File: src/rtl/count_monitor_if.sv
// count_monitor_if: groups the monitored count bus and the monitor's status outputs.
// Ports: en/clr/count flow from the counter side to the monitor; locked/tc/err/err_cnt/wrap_cnt flow back.
// master drives the sample inputs and observes status; slave is the monitor itself.
interface count_monitor_if #(
  parameter int WIDTH = 3
);
  logic             en;
  logic             clr;
  logic [WIDTH-1:0] count;
  logic             locked;
  logic             tc;
  logic             err;
  logic [7:0]       err_cnt;
  logic [7:0]       wrap_cnt;

  modport master (
    output en, clr, count,
    input  locked, tc, err, err_cnt, wrap_cnt
  );

  modport slave (
    input  en, clr, count,
    output locked, tc, err, err_cnt, wrap_cnt
  );
endinterface

File: src/rtl/count_monitor.sv
// count_monitor: locks onto a +1 mod 2^WIDTH count sequence, then flags illegal transitions.
// Latency: one cycle from the sampled count to every registered output.
// Backpressure: none; a sample is taken on every cycle with en=1, all state holds when en=0.
//
// Ports: clk, rst (async, active-low), mon (count_monitor_if.slave: en, clr, count in;
//        locked, tc, err, err_cnt, wrap_cnt out).
// Build option: define COUNT_MON_HOLD_EN to treat count == prev as a legal hold
//               (no progress, no error) instead of a mismatch.
module count_monitor #(
  parameter int WIDTH  = 3,
  parameter int LOCK_N = 4
) (
  input  logic             clk,
  input  logic             rst,
  count_monitor_if.slave   mon
);

  typedef enum logic [1:0] {
    IDLE  = 2'd0,
    LOCK  = 2'd1,
    TRACK = 2'd2
  } state_t;

  state_t           state, state_n;
  logic [WIDTH-1:0] prev,  prev_n;
  logic [3:0]       good,  good_n;
  logic             tc_n;
  logic             err_ev;
  logic             wrap_ev;

  logic [WIDTH-1:0] prev_inc;
  logic             legal;
  logic             hold;
  logic             lock_hit;

  assign prev_inc = prev + WIDTH'(1);
  assign legal    = (mon.count == prev_inc);

`ifdef COUNT_MON_HOLD_EN
  assign hold = (mon.count == prev);
`else
  assign hold = 1'b0;
`endif

  // Widen before the increment so LOCK_N = 15 compares cleanly.
  assign lock_hit = (({1'b0, good} + 5'd1) == 5'(LOCK_N));

  // Next-state and event decode.
  always_comb begin
    state_n = state;
    prev_n  = prev;
    good_n  = good;
    tc_n    = 1'b0;
    err_ev  = 1'b0;
    wrap_ev = 1'b0;

    if (mon.en) begin
      // Always resynchronise to the sampled value, including after a mismatch.
      prev_n = mon.count;
      unique case (state)
        IDLE: begin
          good_n  = 4'd0;
          state_n = LOCK;
        end
        LOCK: begin
          // A max->0 wrap here only advances good; tc is reserved for TRACK.
          if (legal) begin
            good_n = good + 4'd1;
            if (lock_hit) begin
              state_n = TRACK;
            end
          end else if (!hold) begin
            good_n = 4'd0;
          end
        end
        TRACK: begin
          if (legal) begin
            if (prev == {WIDTH{1'b1}}) begin
              tc_n    = 1'b1;
              wrap_ev = 1'b1;
            end
          end else if (!hold) begin
            err_ev  = 1'b1;
            good_n  = 4'd0;
            state_n = LOCK;
          end
        end
        default: begin
          state_n = IDLE;
        end
      endcase
    end
  end

  // FSM, sample history and the tc / locked output registers.
  always_ff @(posedge clk or negedge rst) begin
    if (!rst) begin
      state      <= IDLE;
      prev       <= '0;
      good       <= 4'd0;
      mon.tc     <= 1'b0;
      mon.locked <= 1'b0;
    end else begin
      state      <= state_n;
      prev       <= prev_n;
      good       <= good_n;
      mon.tc     <= tc_n;
      mon.locked <= (state_n == TRACK);
    end
  end

  // Status tallies. clr wins over a same-cycle event, so that event is dropped.
  always_ff @(posedge clk or negedge rst) begin
    if (!rst) begin
      mon.err      <= 1'b0;
      mon.err_cnt  <= 8'd0;
      mon.wrap_cnt <= 8'd0;
    end else if (mon.clr) begin
      mon.err      <= 1'b0;
      mon.err_cnt  <= 8'd0;
      mon.wrap_cnt <= 8'd0;
    end else begin
      if (err_ev) begin
        mon.err <= 1'b1;
        if (mon.err_cnt != 8'hFF) begin
          mon.err_cnt <= mon.err_cnt + 8'd1;
        end
      end
      if (wrap_ev && (mon.wrap_cnt != 8'hFF)) begin
        mon.wrap_cnt <= mon.wrap_cnt + 8'd1;
      end
    end
  end

endmodule

File: src/flat_wrapper.sv
// flat-port wrapper written by rule: the top's interface ports become plain ports
module count_monitor_flat 
#(
  parameter int WIDTH  = 3,
  parameter int LOCK_N = 4
)
  (clk, rst, mon_en, mon_clr, mon_count, mon_locked, mon_tc, mon_err, mon_err_cnt, mon_wrap_cnt);
  count_monitor_if #(.WIDTH(WIDTH)) mon_i ();
  input  logic clk;
  input  logic rst;
  input wire logic [$bits(mon_i.en)-1:0] mon_en;
  input wire logic [$bits(mon_i.clr)-1:0] mon_clr;
  input wire logic [$bits(mon_i.count)-1:0] mon_count;
  output wire logic [$bits(mon_i.locked)-1:0] mon_locked;
  output wire logic [$bits(mon_i.tc)-1:0] mon_tc;
  output wire logic [$bits(mon_i.err)-1:0] mon_err;
  output wire logic [$bits(mon_i.err_cnt)-1:0] mon_err_cnt;
  output wire logic [$bits(mon_i.wrap_cnt)-1:0] mon_wrap_cnt;
  assign mon_i.en = mon_en;
  assign mon_i.clr = mon_clr;
  assign mon_i.count = mon_count;
  assign mon_locked = mon_i.locked;
  assign mon_tc = mon_i.tc;
  assign mon_err = mon_i.err;
  assign mon_err_cnt = mon_i.err_cnt;
  assign mon_wrap_cnt = mon_i.wrap_cnt;
  count_monitor #(.WIDTH(WIDTH), .LOCK_N(LOCK_N)) u_core (.clk(clk), .rst(rst), .mon(mon_i));
endmodule
File: config.mk
export PLATFORM = sky130hd
export DESIGN_NAME = count_monitor_flat
export DESIGN_NICKNAME = d
export VERILOG_FILES = /design/src/rtl/count_monitor_if.sv /design/src/rtl/count_monitor.sv /design/src/flat_wrapper.sv
export SDC_FILE = /design/constraint.sdc
export NUM_CORES = 1
export LEC_CHECK = 0
export ABC_AREA = 1
export CAP_MARGIN = 25
export CORE_MARGIN = 3
export CORE_UTILIZATION = 23
export CTS_BUF_LIST = sky130_fd_sc_hd__clkbuf_2 sky130_fd_sc_hd__clkbuf_4 sky130_fd_sc_hd__clkbuf_8
export DETAILED_ROUTE_END_ITERATION = 8
export PLACE_DENSITY = 0.37
export SLEW_MARGIN = 10
export SYNTH_ARGS = -nofsm -noshare
export SYNTH_HDL_FRONTEND = slang
export SYNTH_SLANG_ARGS = --single-unit
File: constraint.sdc
create_clock -name clk -period 3.17 [get_ports clk]
set_input_delay 0.7925 -clock clk [delete_from_list [all_inputs] [get_ports clk]]
set_output_delay 0.7925 -clock clk [all_outputs]
set_load 0.005 [all_outputs]
=== Yosys cells after proc, flatten, opt, wreduce, memory -nomap -nowiden ===
Cells that the tools add are included.

* Add/sub/neg operators: 5
* $mul: 0
* Div/mod/pow operators: 0
* Magnitude comparators: 0
* Eq/ne operators: 9
* Shift-type cells: 0
* Muxes and demuxes: 22
* Bitwise logic cells: 0
* Reductions and logical operators: 8

{| class="wikitable"
|+ Operator list
! cell !! number
|-
| $mux W8 || 5
|-
| $add A8 B1 Y8 const B || 2
|-
| $ne A8 B8 Y1 const B || 2
|-
| $pmux W4 S3 || 1
|-
| $mux W1 || 9
|-
| $mux W2 || 4
|-
| $mux W4 || 2
|-
| $pmux W2 S3 || 1
|-
| $reduce_bool A2 Y1 || 3
|-
| $add A4 B1 Y5 const B || 1
|-
| $eq A5 B3 Y1 const B || 1
|-
| $add A4 B1 Y4 const B || 1
|-
| $eq A2 B2 Y1 const B || 2
|-
| $add A3 B1 Y3 const B || 1
|-
| $eq A3 B3 Y1 || 1
|-
| $eq A3 B3 Y1 const B || 1
|-
| $reduce_and A3 Y1 || 1
|-
| $reduce_bool A3 Y1 || 1
|-
| $eq A2 B1 Y1 const B || 1
|-
| $logic_not A2 Y1 || 1
|-
| $ne A2 B2 Y1 const B || 1
|-
| $reduce_and A2 Y1 || 1
|-
| $logic_and A1 B1 Y1 || 1
|}

* Register bits after elaboration: 28
* Bits in latches: 0
* RAM bits: 0
* Bits in read-only memories: 0
* Input port bits: 7
* Output and inout bits: 19
* Logic and storage cells: 52
* Memories: 0

=== Longest topological paths before layout ===
Gate-level depths: netlist of run 1.

* Word-level depth: 8
* Mapped depth: 11

=== Least setup slack after synthesis of run 1 ===
Ideal clock, no wire load.

* Kind: register -> register
* Start: reg u_core.prev[0]
* End: reg u_core.mon.wrap_cnt[5]
* Setup time: 122 ps
* Data arrival time: 1,710 ps
* Setup slack: 1,338 ps
* Cell stages (with the launch flop): 10
* Period minus slack after synthesis: 1,832 ps
* Cells stage by stage: dfrtp_1 > ha_1 > ha_1 > xnor2_1 > nand3_2 > nor2_4 > nand2_2 > nand2_4 > buf_8 > o21ai_1

* Longest elaborated chain between the ends: 7
* Elaborated cells on any way between the ends: 9
* Those cells by class: 1 x add/sub; 2 x eq/ne; 4 x mux; 2 x reduce/logical

{| class="wikitable"
|+ Ends and longest elaborated chain
! item !! RTL line !! text
|-
| start, declared || count_monitor.sv:25 || <nowiki>logic [WIDTH-1:0] prev, prev_n;</nowiki>
|-
| start signal, assigned || count_monitor.sv:105 || <nowiki>prev <= prev_n;</nowiki>
|-
| $add A3 B1 Y3 or $eq A3 B3 Y1 (tied branches) || count_monitor.sv:36, count_monitor.sv:78 ||
|-
| $eq A3 B3 Y1 or $mux W1 (tied branches) || n/a ||
|-
| $mux W1 (*) (3 in series) || n/a ||
|-
| named net u_core.tc_n || count_monitor.sv:27 || <nowiki>logic tc_n;</nowiki>
|-
| $logic_and A1 B1 Y1 (*) || count_monitor.sv:129 || <nowiki>if (wrap_ev && (mon.wrap_cnt != 8'hFF)) begin</nowiki>
|-
| $reduce_bool A2 Y1 (no line) (*) || n/a ||
|-
| end signal, assigned || count_monitor.sv:130 || <nowiki>mon.wrap_cnt <= mon.wrap_cnt + 8'd1;</nowiki>
|-
| end, declared || count_monitor_if.sv:23 || <nowiki>output locked, tc, err, err_cnt, wrap_cnt</nowiki>
|}

Mark *: on every way through the listed nets, which the timed path passes. The rest lies on a longest branch.
A chain may end at the register's enable or synchronous reset.

=== Worst setup path in the final report of run 1 ===
* Start: in mon_en
* End: reg u_core.mon.wrap_cnt[2]

* Longest elaborated chain between the ends: 3

{| class="wikitable"
|+ Ends and longest elaborated chain
! item !! RTL line !! text
|-
| start, declared || flat_wrapper.sv:11 || <nowiki>input wire logic [$bits(mon_i.en)-1:0] mon_en;</nowiki>
|-
| $mux W1 || n/a ||
|-
| named net u_core.tc_n || count_monitor.sv:27 ||
|-
| $logic_and A1 B1 Y1 || count_monitor.sv:129 ||
|-
| $reduce_bool A2 Y1 (no line) || n/a ||
|}

The timed path passes the listed nets, and every way through them passes these cells.

==> impl_summary.txt, run 1 <==
----------------------------------------------------
[STA]
  Setup TNS Final ... 0 ps
  Final Hold Viols ... 0
  Final setup viols ... 0
  Clock period minus worst slack ... 2180 ps
  Period Utilization, post-route ... 68.9%
  Setup Skew ... 2.90 ps
  RSZ-0062 raised after global routing ... no
  Fmax ... 458 MHz
  Relative slew margins ... 72.3%
  Count of pins over their slew limit ... 0
  Post-route worst hold slack ... 489 ps
  Pin slew with the least headroom to its limit ... 412 ps

[Clock network]
  Cts-stage hold buffer count ... 0
  Worst-path clk slew ... 110 ps
  Setup bufs post-CTS ... 0
  Buffer levels on the longest clock path ... 2
  Post-CTS sizing ... 0
  Clock H-tree levels ... 1
  Number of buffers added by the clock tree synthesis step ... 3
  Clock latency at the later pin of the worst-skew pair ... 280 ps
  TritonCTS clock tree ... done
  Clock Root Buffer ... clkbuf_8
  # clock sinks ... 28

[GRT]
  First-pass GRT wire length ... 6440 um
  Largest net degree at the start of global routing ... 29
  Initial antenna violation count ... 0
  Met3 Usage GRT ... 2.50%
  Met1 usage ... 12.6%
  Overflow left after global routing ... 0
  GR Util All Layers ... 9.65%
  Met2 usage ... 16.2%
  Gr busiest metal ... met2
  Number of global-route vias before repair ... 1333

[Setup path]
  Reg-to-Reg Start ... u_core.prev[0]
  Worst setup SP type ... input port
  Data required time of the critical path ... 3390 ps
  Maximum fanout count along the critical path ... 12
  Start point of the critical path ... mon_en
  Kind of cell adding the most delay to the critical path ... simple AND/OR/NAND/NOR gates
  Slack of the worst reg-to-reg path ... 1140 ps
  CP Cell Sequence ... clkdlybuf4s50_1, inv_4, nor3_4, nand2_2, nor2_4, nand2_2, nand2_4, nand2_1, o21ai_1
  Start-to-end type of the worst setup path ... input port to register
  Critical path buffer and inverter count ... 2
  FF-to-FF End ... u_core.mon.wrap_cnt[2]
  Worst path arrival time ... 2400 ps
  Most common cell on crit path ... nand2_2
  Largest stage delay on the critical path ... 640 ps
  Worst Reg2Reg Path Length in Cells ... 9
  Critical-path top delay cell ... clkdlybuf4s50_1
  Crit path capture type ... register

[Min path]
  Worst Hold Class ... register to register
  Hold path endpoint ... u_core.prev[2]
  Source of the worst hold timing path ... u_core.prev[2]
  Number of cells traversed by the worst hold path ... 2

[Yosys]
  Portion of the post-synthesis area used by sequential elements ... 43.2%
  Combinational family with the most area after synthesis ... simple AND/OR/NAND/NOR gates
  Synth top area share ... 43.2%
  Ys Warns ... 0
  Synthesized area per cell ... 8.07 um^2
  Largest area contributor in the synthesized netlist ... dfrtp_1
  Top cells by count, synth ... 44 x nand2_1, 28 x dfrtp_1, 25 x inv_1, 21 x nor2_1, 17 x nand3_1
  Number of enable flip-flop cells after synthesis ... 0
  Multiplexer fraction of the synthesized cell area ... 0%
  Syn_nets ... 213
  Most frequent cell after synthesis ... nand2_1
  Flops & latches, synth ... 28
  Post-Synthesis Cell Area ... 0.00162 mm^2
  Xor-xnor portion of the synthesized cell area ... 5.94%
  Synth Instances ... 201
  Fraction of the mapped netlist area in adder cells ... 3.86%
  Synth Flop Type ... dfrtp_1
  Dominant cells by area after synthesis ... dfrtp_1 43%, nand2_1 10%, inv_1 5.8%
  Async S/R FF share, synth ... 100%
  Compound-gate portion of the synthesized area ... 6.63%
  Simple-gate share of the synthesized area ... 31.9%
  Post-synthesis cell type count ... 28

[Cells and area]
  Final core utilization ... 30.8%
  Share of cells above drive strength 1 ... 10.5%
  Count of antenna diodes in the layout ... 0
  Number of nets in the layout ... 242
  Number of cells in the finished layout apart from fillers ... 322
  Area Growth Syn to Fin ... 25.3%

[Floorplan]
  Starting Density ... 24.6%
  Vertical die dimension ... 90 um
  Die Wd ... 90 um
  Number of cell rows ... 29
  Number of I/O pins ... 26
  Placeable core region ... 0.00660 mm^2
  Die Area ... 0.00810 mm^2

[Place]
  Final estimated routing congestion in global placement ... 0.722
  Number of input and output port buffers inserted ... 25
  Inst Count DP ... 318
  Sum of net half-perimeters after detailed placement ... 2720 um

[Routing]
  Routed via count ... 1327
  Post-DR vias/cell ... 4.12
  Wire length reported by the detailed router ... 3650 um
  First-pass iteration count of the detailed router ... 4
  Wire per inst ... 11.3 um
  Residual DRC ... 0
  ANT nets after route ... 0
  Number of design-rule violations left by the first detailed-router iteration ... 33

[Power and ir drop]
  Peak VDD IR ... 135 uV
  Leak ... 0.932 nW
  Power density cells ... 330 mW/mm^2
  Total power draw ... 671 uW

[Status]
  Outcome ... finished, final reports clean

[Flow run]
  Number of maximum-capacitance violations ... 0

----------------------------------------------------
==> per-layer routing <==
metal | vias to the layer above | wire (um)
met5 | - | 0
met4 | 0 | 23
met3 | 2 | 131
met2 | 19 | 1740
met1 | 600 | 1760
li1 | 706 | -
==> worst min-delay path, cell delays in order, from the launching register on <==
cell     delay (ps)
dfrtp_1         360
nand2_1          50
nand2_1          50
==> layout by cell type, fill, tap and decap left out, types with 2 or more instances in the layout <==
master	synthesis	final
o21ai_2	2	2
nand3_1	17	17
nand4_1	8	8
o21ai_1	5	5
ha_1	5	5
nand2_2	6	6
buf_4	0	3
nand2_1	44	44
o21ai_0	7	7
a21oi_1	2	2
nand3_2	3	3
inv_1	25	25
dfrtp_1	28	28
xor2_1	10	10
clkdlybuf4s50_1	0	25
o22ai_1	2	2
nor3_1	3	3
clkbuf_8	0	4
nor2_1	21	21
==> state kept, by name, summed over array words and instances, names as in the netlist <==
signal / count
u_core.mon.locked: 1
u_core.mon.wrap_cnt: 8
u_core.mon.err_cnt: 8
u_core.prev: 3
u_core.good: 4
u_core.mon.err: 1
u_core.state: 2
u_core.mon.tc: 1
==> power breakdown <==
group | switching, mW | total, mW | internal [mW]
clock | 0.125 | 0.236 | 0.112
sequential | 0.00573 | 0.368 | 0.362
combinational | 0.0432 | 0.0663 | 0.0231
==> metrics by stage <==
step	instance area, um^2	worst slack (ps)
2_1_floorplan	1620	1340
3_3_place_gp	1980	710
3_5_place_dp	1980	663
4_1_cts	2030	967
5_1_grt	2030	780
6_report	2030	985
==> layout make-up <==
class	instances	area [um^2]
repair buffers	28	273
multi-input cells	142	785
flip-flops and latches	28	701
clock buffers	4	55.1
fillers	730	4570
well taps	93	116
inverters	27	104
==> worst max path at each step <==
stage	to	slack, ps	depth (start not counted)
floorplan	u_core.mon.wrap_cnt[5]	1340	9
global placement	u_core.mon.wrap_cnt[2]	710	9
detailed placement	u_core.mon.wrap_cnt[2]	660	9
CTS	u_core.mon.wrap_cnt[2]	970	9
global route	u_core.mon.wrap_cnt[2]	780	9
finish	u_core.mon.wrap_cnt[2]	990	9
==> cell families (layout without fill, tap and decap cells) <==
kind of cell | Yosys count | in the layout
AOI/OAI and AO/OA | 19 | 19
xor gates and xnor gates | 11 | 11
adders and majority gates | 5 | 5
buffers and inverters | 31 | 59
DFF | 28 | 28
and+or+nand+nor | 107 | 107
(Power assumes the default switching activity.)
==> run 2, diff against run 1 <==
--- a/config.mk
+++ b/config.mk
@@ -11,7 +11,7 @@
 export CORE_UTILIZATION = 23
 export CTS_BUF_LIST = sky130_fd_sc_hd__clkbuf_2 sky130_fd_sc_hd__clkbuf_4 sky130_fd_sc_hd__clkbuf_8
 export DETAILED_ROUTE_END_ITERATION = 8
-export PLACE_DENSITY = 0.37
+export PLACE_DENSITY = 0.38
 export SLEW_MARGIN = 10
 export SYNTH_ARGS = -nofsm -noshare
 export SYNTH_HDL_FRONTEND = slang
==> constraint.sdc (replaced) <==
create_clock -name clk -period 2 [get_ports clk]
set_input_delay 0.5 -clock clk [delete_from_list [all_inputs] [get_ports clk]]
set_output_delay 0.5 -clock clk [all_outputs]
set_load 0.005 [all_outputs]
==> impl_summary.txt, run 2 (synthesized netlist as in run 1, its figures left out) <==
----------------------------------------------------
[Status]
  Outcome ... finished, final reports clean

[Clock network]
  Buffer levels on the longest clock path ... 2
  Clock H-tree levels ... 1
  Number of buffers added by the clock tree synthesis step ... 3
  Setup bufs post-CTS ... 0
  Clock Root Buffer ... clkbuf_8
  Clock latency at the later pin of the worst-skew pair ... 270 ps
  # clock sinks ... 28
  TritonCTS clock tree ... done
  Worst-path clk slew ... 100 ps

[Power and ir drop]
  Peak VDD IR ... 187 uV
  Switching share of total power ... 25.8%
  Leak ... 0.965 nW
  Power density cells ... 484 mW/mm^2
  Share of total power in combinational logic ... 11.5%
  Register share of total power ... 57.3%
  P_sw ... 262 uW
  Power Internal ... 754 uW
  Clock power frac ... 31.2%

[STA]
  Setup Skew ... 1.74 ps
  Post-layout worst setup margin ... 154 ps
  RSZ-0062 raised after global routing ... no
  Final setup viols ... 0
  Final Hold Viols ... 0
  Post-route worst hold slack ... 491 ps
  Pin slew with the least headroom to its limit ... 442 ps
  Fmax ... 542 MHz
  Relative slew margins ... 70.5%
  Setup TNS Final ... 0 ps
  Period Utilization, post-route ... 92.3%
  Clock period minus worst slack ... 1850 ps
  Count of pins over their slew limit ... 0

[Routing]
  Wire length reported by the detailed router ... 3650 um
  Post-DR vias/cell ... 4.21
  Highest metal used ... met4
  Residual DRC ... 0
  Number of design-rule violations left by the first detailed-router iteration ... 45
  Routed via count ... 1380
  Routed wire length on met3 ... 125 um
  Wire per inst ... 11.1 um
  Met2 layer wire length in the routed design ... 1720 um
  ANT nets after route ... 0
  First-pass iteration count of the detailed router ... 4
  Met1 Wirelength ... 1780 um

[Cells and area]
  Number of nets in the layout ... 249
  Registers with the most flip-flops ... u_core.mon.err_cnt: 8 flops, u_core.mon.wrap_cnt: 8 flops, u_core.good: 4 flops
  Area Growth Syn to Fin ... 29.5%
  Most used cells in the layout excluding fill and tap cells ... 43 x nand2_1, 28 x dfrtp_1, 25 x inv_1, 25 x clkdlybuf4s50_1, 20 x nor2_1
  Commonest non-fill, non-tap cell in the layout ... nand2_1
  Number of cells in the finished layout apart from fillers ... 328
  Count of antenna diodes in the layout ... 0
  Share of cells above drive strength 1 ... 14.0%
  Final core utilization ... 31.8%

[Floorplan]
  Number of I/O pins ... 26
  Die Area ... 0.00810 mm^2
  Vertical die dimension ... 90 um
  Die Wd ... 90 um
  Number of cell rows ... 29
  Placeable core region ... 0.00660 mm^2
  Starting Density ... 24.6%

[Min path]
  Worst Hold Class ... register to register
  Number of cells traversed by the worst hold path ... 2
  Source of the worst hold timing path ... u_core.prev[2]
  Hold path endpoint ... u_core.prev[2]

[Setup path]
  Worst setup SP type ... register
  Start-to-end type of the worst setup path ... register to register
  Slack of the worst reg-to-reg path ... 150 ps
  FF-to-FF End ... u_core.mon.wrap_cnt[5]
  Crit path capture type ... register
  Worst path arrival time ... 2060 ps
  Maximum fanout count along the critical path ... 12
  Reg-to-Reg Start ... u_core.prev[0]
  Data required time of the critical path ... 2210 ps
  Worst Reg2Reg Path Length in Cells ... 9

[GRT]
  Number of global-route vias before repair ... 1371
  Initial antenna violation count ... 0
  First-pass GRT wire length ... 6580 um
  GR Util All Layers ... 9.72%
  Overflow left after global routing ... 0
  Largest net degree at the start of global routing ... 29

[Flow run]
  Number of maximum-capacitance violations ... 0

[Place]
  Worst setup slack after placement ... -25.3 ps
  Number of input and output port buffers inserted ... 25
  Final estimated routing congestion in global placement ... 0.761
  Inst Count DP ... 325
  Sum of net half-perimeters after detailed placement ... 2820 um

----------------------------------------------------
-- run 2: changes by cell type in the layout (fill, tap and decap cells not counted), sizes merged --
cell	change
buf	+7
clkbuf	-1
-- run 2: metrics by stage --
stage / cell area [um^2] / power, mW
after floorplan: 1620 / 0.661
after global placement: 2030 / 0.706
after detailed placement: 2030 / 0.706
after CTS: 2070 / 1.04
after global routing: 2100 / 1.08
final: 2100 / 1.02
-- run 2: cell type report --
type                    count  area (um^2)
fillers                   748         4500
multi-input cells         142          813
flip-flops and latches     28          701
repair buffers             35          325
well taps                  93          116
inverters                  27          104
clock buffers               3         41.3
-- run 2: what timing repair did --
item / 4_1_cts / 5_1_grt
setup endpoints to repair: 0 / 15
resized for setup: 0 / 5
hold buffers: 0 / 0
-- run 2: worst max-delay path by stage --
stage,start,to
2_1_floorplan,u_core.prev[0],u_core.mon.wrap_cnt[5]
6_report,u_core.prev[0],u_core.mon.wrap_cnt[5]
3_5_place_dp,mon_count[2],u_core.mon.err_cnt[5]
5_1_grt,u_core.prev[0],u_core.mon.err_cnt[4]
3_3_place_gp,mon_count[0],u_core.good[3]
4_1_cts,u_core.prev[0],u_core.mon.err_cnt[5]
-- run 2: power groups by stage --
stage	registers (mW)	logic [mW]	clock network (mW)
floorplan	0.592	0.0684	0
global placement	0.595	0.112	0
detailed placement	0.594	0.112	0
CTS	0.583	0.113	0.343
global route	0.585	0.134	0.361
finish	0.583	0.117	0.317
-- run 2: critical path: stages (launching register included) --
cell,delay [ps]
dfrtp_1,410
ha_1,210
ha_1,340
xnor2_2,170
nand3_2,160
nor2_4,130
nand2_2,100
nand2_8,120
nand2_1,70
o21ai_1,60
-- run 2: routing by layer --
layer / GRT usage, % / vias up
met5: 0 / -
met4: 1.91 / 0
met3: 2.42 / 2
met2: 16.0 / 22
met1: 13.0 / 635
li1: - / 721
==> run 3, diff against run 2 <==
--- a/config.mk
+++ b/config.mk
@@ -6,6 +6,7 @@
 export NUM_CORES = 1
 export LEC_CHECK = 0
 export ABC_AREA = 1
+export ABC_CLOCK_PERIOD_IN_PS = 2000
 export CAP_MARGIN = 25
 export CORE_MARGIN = 3
 export CORE_UTILIZATION = 23
==> results of run 3 <==
The final DEF is identical to that of run 2; final timing and power are the same.
